$ cat config.mk
export PLATFORM = sky130hd
export DESIGN_NAME = game_sequencer
export DESIGN_NICKNAME = d
export VERILOG_FILES = /design/src/rtl/game_pkg.sv /design/src/rtl/game_sequencer_button_debouncer.sv /design/src/rtl/game_sequencer.sv
export SDC_FILE = /design/constraint.sdc
export NUM_CORES = 1
export LEC_CHECK = 0
export CORE_ASPECT_RATIO = 0.8
export CORE_MARGIN = 1.5
export CORE_UTILIZATION = 55
export CTS_BUF_LIST = sky130_fd_sc_hd__clkbuf_16
export CTS_CLUSTER_DIAMETER = 50
export DETAILED_ROUTE_END_ITERATION = 7
export GPL_TIMING_DRIVEN = 0
export PLACE_DENSITY = 0.79
export SLEW_MARGIN = 15
export SYNTH_ARGS = -nofsm -noshare
export SYNTH_HDL_FRONTEND = slang
export SYNTH_SLANG_ARGS = --single-unit
$ cat constraint.sdc
create_clock -name vga_clock -period 7.1 [get_ports vga_clock]
set_input_delay 1.775 -clock vga_clock [delete_from_list [all_inputs] [get_ports vga_clock]]
set_output_delay 1.775 -clock vga_clock [all_outputs]
set_load 0.05 [all_outputs]
$ cat src/rtl/game_pkg.sv
// Shared types and constants for the game-flow controller.
//   game_state_t : phase encoding; the value doubles as the VGA screen code.
//   SCREEN_W     : width of the screen selector.
//   LIVES_W      : width of the lives counter.
package game_pkg;

   localparam int SCREEN_W = 3;
   localparam int LIVES_W  = 3;

   typedef enum logic [SCREEN_W-1:0] {
      ST_TITLE       = 3'd0,
      ST_LOAD        = 3'd1,
      ST_PLAY        = 3'd2,
      ST_LEVEL_CLEAR = 3'd3,
      ST_LIFE_LOST   = 3'd4,
      ST_GAME_OVER   = 3'd5,
      ST_VICTORY     = 3'd6
   } game_state_t;

   function automatic int max_int(input int a, input int b);
      return (a > b) ? a : b;
   endfunction

endpackage

$ cat src/rtl/game_sequencer_button_debouncer.sv
// button_debouncer: two-flop synchroniser, stability down-counter and
// press-edge pulse for an active-low pushbutton.
//   vga_clock   in  clock
//   reset       in  asynchronous, active-high
//   button_n    in  raw button, active-low, asynchronous
//   press_pulse out one-cycle pulse when a press is accepted
module button_debouncer #(
   parameter int DEBOUNCE_CYCLES = 250000
) (
   input  logic vga_clock,
   input  logic reset,
   input  logic button_n,
   output logic press_pulse
);

   localparam int CNT_W = (DEBOUNCE_CYCLES > 1) ? $clog2(DEBOUNCE_CYCLES) : 1;
   localparam logic [CNT_W-1:0] CNT_RELOAD = CNT_W'(DEBOUNCE_CYCLES - 1);

   logic             sync1_q, sync1_d;
   logic             sync2_q, sync2_d;
   logic             pressed_q, pressed_d;
   logic [CNT_W-1:0] cnt_q, cnt_d;
   logic             pulse_q, pulse_d;

   // The counter only runs while the synchronised level disagrees with the
   // accepted level; any bounce back reloads it, so acceptance needs
   // DEBOUNCE_CYCLES consecutive disagreeing samples.
   always_comb begin
      sync1_d   = button_n;
      sync2_d   = sync1_q;
      pressed_d = pressed_q;
      cnt_d     = CNT_RELOAD;
      pulse_d   = 1'b0;
      if (~sync2_q != pressed_q) begin
         if (cnt_q == '0) begin
            pressed_d = ~sync2_q;
            pulse_d   = ~sync2_q;
         end else begin
            cnt_d = cnt_q - 1'b1;
         end
      end
   end

   always_ff @(posedge vga_clock or posedge reset) begin
      if (reset) begin
         sync1_q   <= 1'b1;
         sync2_q   <= 1'b1;
         pressed_q <= 1'b0;
         cnt_q     <= CNT_RELOAD;
         pulse_q   <= 1'b0;
      end else begin
         sync1_q   <= sync1_d;
         sync2_q   <= sync2_d;
         pressed_q <= pressed_d;
         cnt_q     <= cnt_d;
         pulse_q   <= pulse_d;
      end
   end

   assign press_pulse = pulse_q;

endmodule

$ cat src/rtl/game_sequencer.sv
// game_sequencer: game-flow controller downstream of the level blocks.
// Sequences title, level load, play, level-clear / life-lost banners,
// game-over and victory; all outputs registered.
//   vga_clock     in  sole clock
//   reset         in  asynchronous, active-high
//   start_button  in  raw pushbutton, active-low
//   level_win     in  win flag from active level
//   level_lose    in  lose flag from active level
//   level_reset_n out active-low level reset (high only in PLAY)
//   level_select  out active level index
//   lives         out remaining lives
//   screen        out state encoding for the VGA mux
//   banner_active out high in LEVEL_CLEAR and LIFE_LOST
// Build option GAME_SEQUENCER_LIVES_EN: when defined, lives are counted;
// otherwise lives reads 0 and any lost life ends the game.
//
// state       | meaning
// TITLE       | menu, waiting for start press
// LOAD        | level held in reset for LOAD_CYCLES
// PLAY        | level running; first cycle ignores win/lose
// LEVEL_CLEAR | banner, then next level or victory
// LIFE_LOST   | banner, then retry level or game over
// GAME_OVER   | waiting for start press
// VICTORY     | waiting for start press
module game_sequencer
   import game_pkg::*;
#(
   parameter int NUM_LEVELS      = 3,
   parameter int START_LIVES     = 3,
   parameter int BANNER_CYCLES   = 50000000,
   parameter int LOAD_CYCLES     = 4,
   parameter int DEBOUNCE_CYCLES = 250000,
   localparam int LS_W = (NUM_LEVELS > 1) ? $clog2(NUM_LEVELS) : 1
) (
   input  logic                vga_clock,
   input  logic                reset,
   input  logic                start_button,
   input  logic                level_win,
   input  logic                level_lose,
   output logic                level_reset_n,
   output logic [LS_W-1:0]     level_select,
   output logic [LIVES_W-1:0]  lives,
   output logic [SCREEN_W-1:0] screen,
   output logic                banner_active
);

   // One counter times both LOAD and the banners; it is cleared on every
   // state entry, which also marks the PLAY guard cycle (count 0).
   localparam int CNT_MAX_I = max_int(BANNER_CYCLES, LOAD_CYCLES);
   localparam int CNT_W     = $clog2(CNT_MAX_I + 1);
   localparam logic [CNT_W-1:0] CNT_MAX     = CNT_W'(CNT_MAX_I);
   localparam logic [CNT_W-1:0] BANNER_LAST = CNT_W'(BANNER_CYCLES - 1);
   localparam logic [CNT_W-1:0] LOAD_LAST   = CNT_W'(LOAD_CYCLES - 1);
   localparam logic [LS_W-1:0]  LAST_LEVEL  = LS_W'(NUM_LEVELS - 1);

   game_state_t      state_q, state_d;
   logic [LS_W-1:0]  sel_q, sel_d;
   logic [CNT_W-1:0] cnt_q, cnt_d;
   logic             rst_n_q, rst_n_d;
   logic             banner_q, banner_d;
   logic             start_pulse;

`ifdef GAME_SEQUENCER_LIVES_EN
   localparam logic [LIVES_W-1:0] LIVES_INIT = LIVES_W'(START_LIVES);
   logic [LIVES_W-1:0] lives_q, lives_d;
`endif

   button_debouncer #(
      .DEBOUNCE_CYCLES(DEBOUNCE_CYCLES)
   ) u_debouncer (
      .vga_clock  (vga_clock),
      .reset      (reset),
      .button_n   (start_button),
      .press_pulse(start_pulse)
   );

   always_comb begin
      state_d = state_q;
      sel_d   = sel_q;
      cnt_d   = (cnt_q == CNT_MAX) ? cnt_q : cnt_q + 1'b1;
`ifdef GAME_SEQUENCER_LIVES_EN
      lives_d = lives_q;
`endif
      case (state_q)
         ST_TITLE: begin
            if (start_pulse) begin
               sel_d   = '0;
`ifdef GAME_SEQUENCER_LIVES_EN
               lives_d = LIVES_INIT;
`endif
               state_d = ST_LOAD;
            end
         end
         ST_LOAD: begin
            if (cnt_q >= LOAD_LAST) state_d = ST_PLAY;
         end
         ST_PLAY: begin
            if (cnt_q != '0) begin
               if (level_win)       state_d = ST_LEVEL_CLEAR;
               else if (level_lose) state_d = ST_LIFE_LOST;
            end
         end
         ST_LEVEL_CLEAR: begin
            if (cnt_q >= BANNER_LAST) begin
               if (sel_q == LAST_LEVEL) begin
                  state_d = ST_VICTORY;
               end else begin
                  sel_d   = sel_q + 1'b1;
                  state_d = ST_LOAD;
               end
            end
         end
         ST_LIFE_LOST: begin
            if (cnt_q >= BANNER_LAST) begin
`ifdef GAME_SEQUENCER_LIVES_EN
               if (lives_q <= LIVES_W'(1)) begin
                  lives_d = '0;
                  state_d = ST_GAME_OVER;
               end else begin
                  lives_d = lives_q - 1'b1;
                  state_d = ST_LOAD;
               end
`else
               state_d = ST_GAME_OVER;
`endif
            end
         end
         ST_GAME_OVER, ST_VICTORY: begin
            if (start_pulse) state_d = ST_TITLE;
         end
         default: state_d = ST_TITLE;
      endcase
      if (state_d != state_q) cnt_d = '0;
      // Outputs are registered from the next state so they change on the
      // same edge as screen.
      rst_n_d  = (state_d == ST_PLAY);
      banner_d = (state_d == ST_LEVEL_CLEAR) || (state_d == ST_LIFE_LOST);
   end

   always_ff @(posedge vga_clock or posedge reset) begin
      if (reset) begin
         state_q  <= ST_TITLE;
         sel_q    <= '0;
         cnt_q    <= '0;
         rst_n_q  <= 1'b0;
         banner_q <= 1'b0;
      end else begin
         state_q  <= state_d;
         sel_q    <= sel_d;
         cnt_q    <= cnt_d;
         rst_n_q  <= rst_n_d;
         banner_q <= banner_d;
      end
   end

`ifdef GAME_SEQUENCER_LIVES_EN
   always_ff @(posedge vga_clock or posedge reset) begin
      if (reset) lives_q <= LIVES_INIT;
      else       lives_q <= lives_d;
   end
   assign lives = lives_q;
`else
   assign lives = '0;
`endif

   assign level_reset_n = rst_n_q;
   assign level_select  = sel_q;
   assign screen        = state_q;
   assign banner_active = banner_q;

endmodule

# Word-level counts from Yosys, hierarchy flattened
# Cells that the tools add are included.
# W data, S select, Z words.
# word_totals
register_bits	55
out_inout_bits	10
# classes
n_addsub	3
magnitude_cmp	2
eq_ne	17
muxes	20
bitwise_logic	1
n_reduce_logical	8
# op_table
operator	count
$mux W26	2
$mux W18	2
$mux W3	9
$add A26 B1 Y26 const B	1
$eq A26 B26 Y1 const B	1
$ge A26 B2 Y1 const B	1
$ge A26 B26 Y1 const B	1
$reduce_bool A26 Y1	1
$logic_not A18 Y1	1
$pmux W3 S6	1
$sub A18 B1 Y18 const B	1
$eq A3 B2 Y1 const B	4
$eq A3 B3 Y1 const B	4
$mux W2	3
$ne A2 B1 Y1 const B	2
$ne A2 B2 Y1 const B	2
$pmux W2 S2	1
$reduce_and A4 Y1	1
$eq A3 B1 Y1 const B	1
$logic_not A3 Y1	1
$ne A3 B3 Y1	1
$add A2 B1 Y2 const B	1
$eq A2 B2 Y1 const B	1
$mux W1	2
other kinds (6)	6

# Depth between registers and ports, before layout
# Gate-level depths: netlist of run 1.
# logic_depth
ltp_word	6
ltp_mapped	9
ltp_nobuf	9

# Cells and area by module
# A second synthesis of run 1 with hierarchy kept.
# unflattened
hier_cells	317
hier_area_um2	3190.6
# by_module_without_submodules
module	instances	cells_each	area_each_um2
game_sequencer	1	219	2140.8
button_debouncer	1	98	1049.8

# Worst setup path before layout of run 1
# OpenSTA, ideal clock, no wires.
# synth_timing
path_type	input -> register
from	input port level_win
to	register cnt_q[0]
setup_time_ns	0.119
t_arrival_ns	2.643
t_required_ns	6.981
path_slack_ns	4.338
stages	5
n_path_buf	1
cell_sequence	nor4b_1 > a211oi_2 > o211ai_4 > buf_8 > nor2_2
# synth_via
elab_chain_cells	5
word_cells_on_any_way	6
cone_classes	eq/ne (2); mux (4)
# synth_rtl
element	line	text
start: declaration	game_sequencer.sv:38	input logic level_win,
$mux W3 *	game_sequencer.sv:99	if (level_win) state_d = ST_LEVEL_CLEAR;
$mux W3 *	game_sequencer.sv:98	if (cnt_q != '0) begin
$pmux W3 S6 *	game_sequencer.sv:84	case (state_q)
$ne A3 B3 Y1 *	game_sequencer.sv:133	if (state_d != state_q) cnt_d = '0;
$ne A2 B1 Y1 (no line) / $mux W26 (equally long branches)	--	
end signal: assignment	game_sequencer.sv:150	cnt_q <= cnt_d;
end: declaration	game_sequencer.sv:58	logic [CNT_W-1:0] cnt_q, cnt_d;
# Mark *: on every way between the ends. The rest lies on a longest branch, timed or not.
# A chain may end at the register's enable or synchronous reset.

# Final worst setup path of run 1
# layout_timing
from	register state_q[0], in the netlist screen[0]
to	output port screen[0]
# layout_lines
element	line	text
start: declaration	game_sequencer.sv:56	game_state_t state_q, state_d;
start signal: assignment	game_sequencer.sv:148	state_q <= state_d;
end: declaration	game_sequencer.sv:43	output logic [SCREEN_W-1:0] screen,
# No word-level cell between the ends.

==> impl_metrics.yaml, run 1 <==
outcome:
  outcome: "finished, final reports clean"
die:
  initial_utilization_pct: 58.4
  core_area_sq_um: 5150
  rows: 23
  die_h_um: 69.2
  io_pins: 15
  die_x_um: 85.7
  dieArea_sq_um: 5930
placed_design:
  place_inst: 382
  dp_hpwl_um: 4030
  io_buffers: 11
  place.gp.congestion: 0.862
worst_setup_path:
  worstSetupEndpointType: "primary output"
  critPathTopFamily: "buffers and inverters"
  slowest_stage: "clkdlybuf4s50_1"
  crit_buf_inv: 1
  path_max_fanout: 7
  worst_setup_path_start_kind: "flip-flop"
  path_cells: "clkdlybuf4s50_1"
  crit_start: "screen[0]"
  arrival_ns: 1.62
  worst_path_largest_cell_delay_ns: 0.85
  r2r-start: "cnt_q[16]"
  crit_type: "reg -> out"
  worstPathRequired_ns: 5.33
routing:
  wl_per_cell_um: 14.4
  routed_wirelength_um: 5630
  drc: 0
  drt-pass1-iter-count: 4
  drt-initial-drc-count: 186
  avgViaCountPerCell: 5.78
  vias: 2255
  antenna_left: 0
pwr:
  p_int_mw: 0.564
  p_per_area_nw_per_um2: 254
  leakagePower_nw: 1.37
  p_sw_mw: 0.291
  clkPwrFrac_pct: 27.4
  p_sw_share_pct: 34.0
  combPwrFrac_pct: 30.8
  seq_power_share_pct: 41.8
  peakVddDrop_mv: 0.179
final_layout:
  fin_cells: 390
  antenna_cells: 0
  seq_area_sq_um: 1390
  syn_to_final_growth_pct: 11.7
  multi_input_area_sq_um: 1510
  drive_gt1_share_pct: 18.3
  nNetsFinal: 336
  layout_commonest_cell: "dfrtp_1"
  final_cell_mix: "43 x dfrtp_1, 40 x nor2_1, 32 x nand2_1"
  num-fill-cells: 416
logic_synthesis:
  syn_inst: 306
  avgSynthCellArea_sq_um: 9.84
  synth_seq_cells: 55
  syn-cell-area_sq_um: 3010
  ys_seq_area_share_pct: 46.2
  synth.distinct_cells: 56
  synth_warnings: 0
  async_flop_share_pct: 100
  synth_edf_count: 0
  synth_ff_type: "dfrtp_1"
sta:
  setup_viol: 0
  setup_tns_ns: 0
  worst_pin_slew_ns: 0.757
  fin_crit_sh_pct: 47.8
  relSlewSlack_pct: 48.8
  worst_clock_skew_ns: 0.00607
  period_needed_ns: 3.39
  maxSlewViolCount: 0
  hold_viol: 0
  rsz0062_at_grt: "false"
  max_freq_mhz: 295
clock_network:
  postCtsSetupRepairBufs: 0
  cts_root_buf: "clkbuf_16"
  clk_path_buf_depth: 2
  postCtsHoldBufs: 0
  htree_num_levels: 2
  clk_pin_slew_ns: 0.07
  cts.repair.resized: 0
  cts_tree: "done"
  cts_sinks: 55
  clk-insertion-delay-late_ns: 0.29
  cts-buffers-inserted: 5
global_route:
  grt_pass1_vias: 2226
  grt_remaining_overflow: 0
  grtUsageTotal_pct: 20.9
  grt_pass1_wl_um: 10100
  grt_start_max_net_pins: 32
  grt_antenna_before_repair: 0
hold_path:
  hold_class: "reg -> reg"
  min_from: "u_debouncer.sync1_q"
run:
  drv_cap: 0
-- power by group through the flow --
stage	sequential, mW	clock (mW)	combinational [mW]
floorplan	0.397	0	0.164
global placement	0.361	0	0.254
global route	0.361	0.251	0.286
detailed placement	0.362	0	0.263
CTS	0.357	0.238	0.265
finish	0.358	0.234	0.263
-- through the flow --
step,setup slack [ns],power [mW],hold WS (ns),instance area (sq um),util [%]
3_5_place_dp,3.70,0.625,0.349,3230,62.6
2_1_floorplan,4.00,0.561,0.345,3020,-
4_1_cts,3.72,0.860,0.358,3360,65.3
5_1_grt,3.67,0.898,0.359,3360,65.3
3_3_place_gp,3.02,0.615,0.346,3210,62.2
6_report,3.71,0.855,0.356,3360,65.3
-- final timing paths --
| check | endpoint | cells past startpoint | slack, ns |
|---|---|---|---|
| worst max-delay path | screen[0] | 1 | 3.71 |
| worst min-delay path | u_debouncer.sync2_q | 0 | 0.36 |
| worst max register to register | cnt_q[1] | 9 | 4.49 |
| worst min register to register | u_debouncer.sync2_q | 0 | 0.36 |
| max in group asynchronous | u_debouncer.cnt_q[7] | 3 | 4.64 |
| min in group asynchronous | u_debouncer.cnt_q[9] | 2 | 1.85 |
-- routing by layer --
layer	global-route usage (%)	wire, um	part of all wire (%)	up-vias
met3	3.69	201	3.6	5
met5	0	0	0	-
met4	6.27	55	0.98	0
met1	28.2	2660	47	1115
met2	34.6	2710	48	53
li1	-	-	-	1082
-- area by class of cell --
| type | instances | area share (%) |
|---|---|---|
| Clock inverter | 3 | 0.335 |
| Sequential cell | 55 | 41.4 |
| Clock buffer | 5 | 3.72 |
| Tap cell | 62 | 2.31 |
| Multi-Input combinational cell | 235 | 44.8 |
| Buffer | 10 | 2.72 |
| Timing Repair Buffer | 12 | 3.87 |
| Inverter | 8 | 0.893 |
-- flip-flops by register name (all words and copies together), names as in the netlist --
name                     count
cnt_q                       26
u_debouncer.cnt_q           18
screen                       3
level_select                 2
banner_active                1
level_reset_n                1
u_debouncer.press_pulse      1
u_debouncer.pressed_q        1
u_debouncer.sync1_q          1
u_debouncer.sync2_q          1
-- Yosys cell counts, drive strengths merged (2+ instances only) --
master	number	area share (%)
a41oi	2	0.58
or3	6	1.2
nor4b	2	0.58
nor4	6	1.7
dfrtp	43	36
xnor2	22	6.4
nand3	11	1.8
ha	4	1.7
clkbuf	2	0.29
inv	8	1.0
nor2b	2	0.42
or4	4	1.0
mux2i	2	0.67
and4	4	1.2
nand4	4	0.83
nand2	32	4.0
o211ai	3	1.2
xor2	18	5.2
o21ai	5	0.83
a21oi	5	0.83
nor3	9	1.5
dfstp	12	10
buf	8	2.7
and2	3	0.75
a31oi	2	0.42
and3	7	1.8
nor2	60	9.1
-- cells by family (layout without fill, tap and decap cells) --
kind of cell               after synthesis  after routing  synth area share (%)
and+or+nand+nor                        160            160                  29.0
buffers and inverters                   18             38                  4.03
AOI/OAI and AO/OA                       25             25                  6.36
other                                    1              3                 0.125
DFF                                     55             55                  46.2
xor gates and xnor gates                40             40                  11.6
muxes                                    2              2                 0.665
adders and majority gates                5              5                  2.00
Note: power is estimated with default switching activity, not from simulation.
==> run 2, diff against run 1 <==
CORE_UTILIZATION = 54   (was 55)
PLACE_DENSITY = 0.81   (was 0.79)
clock period = 2.8 ns   (was 7.1 ns; I/O delays follow)
==> run 2 against run 1 <==
Design area is 1.1% higher. Worst hold slack worse by 0.0012 ns. Final cell count is 0.77% higher. Clock-buffer cell count stayed put. Critical path depth is 8 higher. First-iteration DRC count is 12% lower. Via count is 2.6% lower. Clock power grew to 2.7 times the previous value. Clock skew is 0.0045 ns higher. Critical path type is now reg -> reg. Critical endpoint is now cnt_q[2]. Largest cell class unchanged.
==> impl_metrics.yaml, run 2 (synthesis gave the netlist of run 1 again) <==
pwr:
  p_sw_mw: 0.747
  peakVddDrop_mv: 0.285
  p_per_area_nw_per_um2: 646
  leakagePower_nw: 1.39
  p_sw_share_pct: 34.0
  combPwrFrac_pct: 29.9
  p_int_mw: 1.45
  seq_power_share_pct: 41.2
  clkPwrFrac_pct: 28.8
final_layout:
  seq_area_sq_um: 1390
  fin_util_pct: 62.9
  antenna_cells: 0
  syn_to_final_growth_pct: 12.9
  nNetsFinal: 336
  final_cell_mix: "43 x dfrtp_1, 40 x nor2_1, 32 x nand2_1"
  multi_input_area_sq_um: 1520
  regMostFlops: "cnt_q"
  layout_commonest_cell: "dfrtp_1"
  num-fill-cells: 432
  largest_reg_flops: 26
  drive_gt1_share_pct: 19.8
placed_design:
  pre_cts_ws_ns: 0.234
  place.gp.congestion: 0.805
  dp_hpwl_um: 3890
  io_buffers: 11
worst_setup_path:
  crit_type: "reg -> reg"
  r2r_slack_ns: 0.15
  worstPathRequired_ns: 2.98
  worstSetupEndpointType: "flip-flop"
  worst_setup_path_start_kind: "flip-flop"
  crit_buf_inv: 2
  arrival_ns: 2.82
  critPathTopFamily: "simple AND/OR/NAND/NOR gates"
  worst_path_largest_cell_delay_ns: 0.53
  path_cells: "buf_6 > or4b_4 > nor4_2 > a32oi_2 > a31o_1 > and3_4 > o211ai_4 > buf_8 > nor2_2"
  rr_endpoint: "cnt_q[2]"
  r2r-start: "cnt_q[16]"
  path_max_fanout: 10
  r2r_cells: 9
  slowest_stage: "or4b_4"
global_route:
  grtUsageTotal_pct: 21.0
  grt_pass1_vias: 2212
  grt_antenna_before_repair: 0
  grt_pass1_wl_um: 10100
  grt_start_max_net_pins: 34
  grt_remaining_overflow: 0
sta:
  period_needed_ns: 2.65
  max_freq_mhz: 378
  worst_pin_slew_ns: 0.702
  maxSlewViolCount: 0
  setup_tns_ns: 0
  relSlewSlack_pct: 53.2
  setup_ws_ns: 0.153
  rsz0062_at_grt: "false"
  hold_viol: 0
  fin_crit_sh_pct: 94.5
  worst_clock_skew_ns: 0.0106
  setup_viol: 0
clock_network:
  htree_num_levels: 2
  cts-buffers-inserted: 5
  postCtsHoldBufs: 0
  clk_pin_slew_ns: 0.08
  cts_root_buf: "clkbuf_16"
  cts.repair.resized: 0
  clk-insertion-delay-late_ns: 0.29
  cts_tree: "done"
  cts_sinks: 55
  postCtsSetupRepairBufs: 0
  clk_path_buf_depth: 2
outcome:
  outcome: "finished, final reports clean"
routing:
  wl_per_cell_um: 14.0
  vias: 2196
  avgViaCountPerCell: 5.59
  drc: 0
  drt-pass1-iter-count: 4
  antenna_left: 0
  routed_wirelength_um: 5510
  drt-initial-drc-count: 163
hold_path:
  hold-path-endpoint: "u_debouncer.sync2_q"
  min_from: "u_debouncer.sync1_q"
  hold-path-cell-count: 0
  hold_class: "reg -> reg"
die:
  dieArea_sq_um: 6030
  io_pins: 15
  rows: 24
  core_area_sq_um: 5410
  initial_utilization_pct: 55.7
  die_x_um: 86.5
  die_h_um: 69.8
run:
  drv_cap: 0
## run 2: power by group through the flow
stage	registers (mW)	clock network, mW	logic (mW)
5_1_grt	0.914	0.682	0.723
4_1_cts	0.906	0.645	0.660
3_3_place_gp	0.917	0	0.639
3_5_place_dp	0.919	0	0.655
6_report	0.905	0.633	0.657
2_1_floorplan	1.01	0	0.416
## run 2: cell type report
cell class	count	share of cell area [%]
Tap cell	65	2.39
Multi-Input combinational cell	235	44.6
Buffer	10	2.69
Sequential cell	55	40.9
Clock inverter	3	0.773
Timing Repair Buffer	12	4.05
Clock buffer	5	3.68
Inverter	8	0.883
## run 2: worst max path at each step
stage / startpoint / end / slack (ns) / depth (start not counted)
final: cnt_q[16] / cnt_q[2] / 0.15 / 9
after global routing: cnt_q[16] / cnt_q[2] / 0.03 / 9
after CTS: cnt_q[16] / cnt_q[2] / 0.12 / 9
after detailed placement: cnt_q[16] / cnt_q[2] / 0.23 / 9
after global placement: reset / level_select[1] / -0.22 / 2
after floorplan: cnt_q[16] / cnt_q[6] / 0.45 / 9
## run 2: metal layers
layer / global-route usage [%] / vias to the layer above / part of all wire, %
met5: 0 / - / 0
met3: 5.60 / 6 / 4.3
li1: - / 1086 / -
met1: 30.9 / 1054 / 49
met2: 31.1 / 50 / 46
met4: 4.48 / 0 / 0.67
## run 2: metrics by stage
step	hold WS (ns)	total power [mW]	cells	instance area, sq um
2_1_floorplan	0.345	1.42	308	3020
3_3_place_gp	0.358	1.56	384	3210
3_5_place_dp	0.358	1.57	385	3240
4_1_cts	0.357	2.21	393	3390
5_1_grt	0.365	2.32	393	3400
6_report	0.355	2.20	393	3400
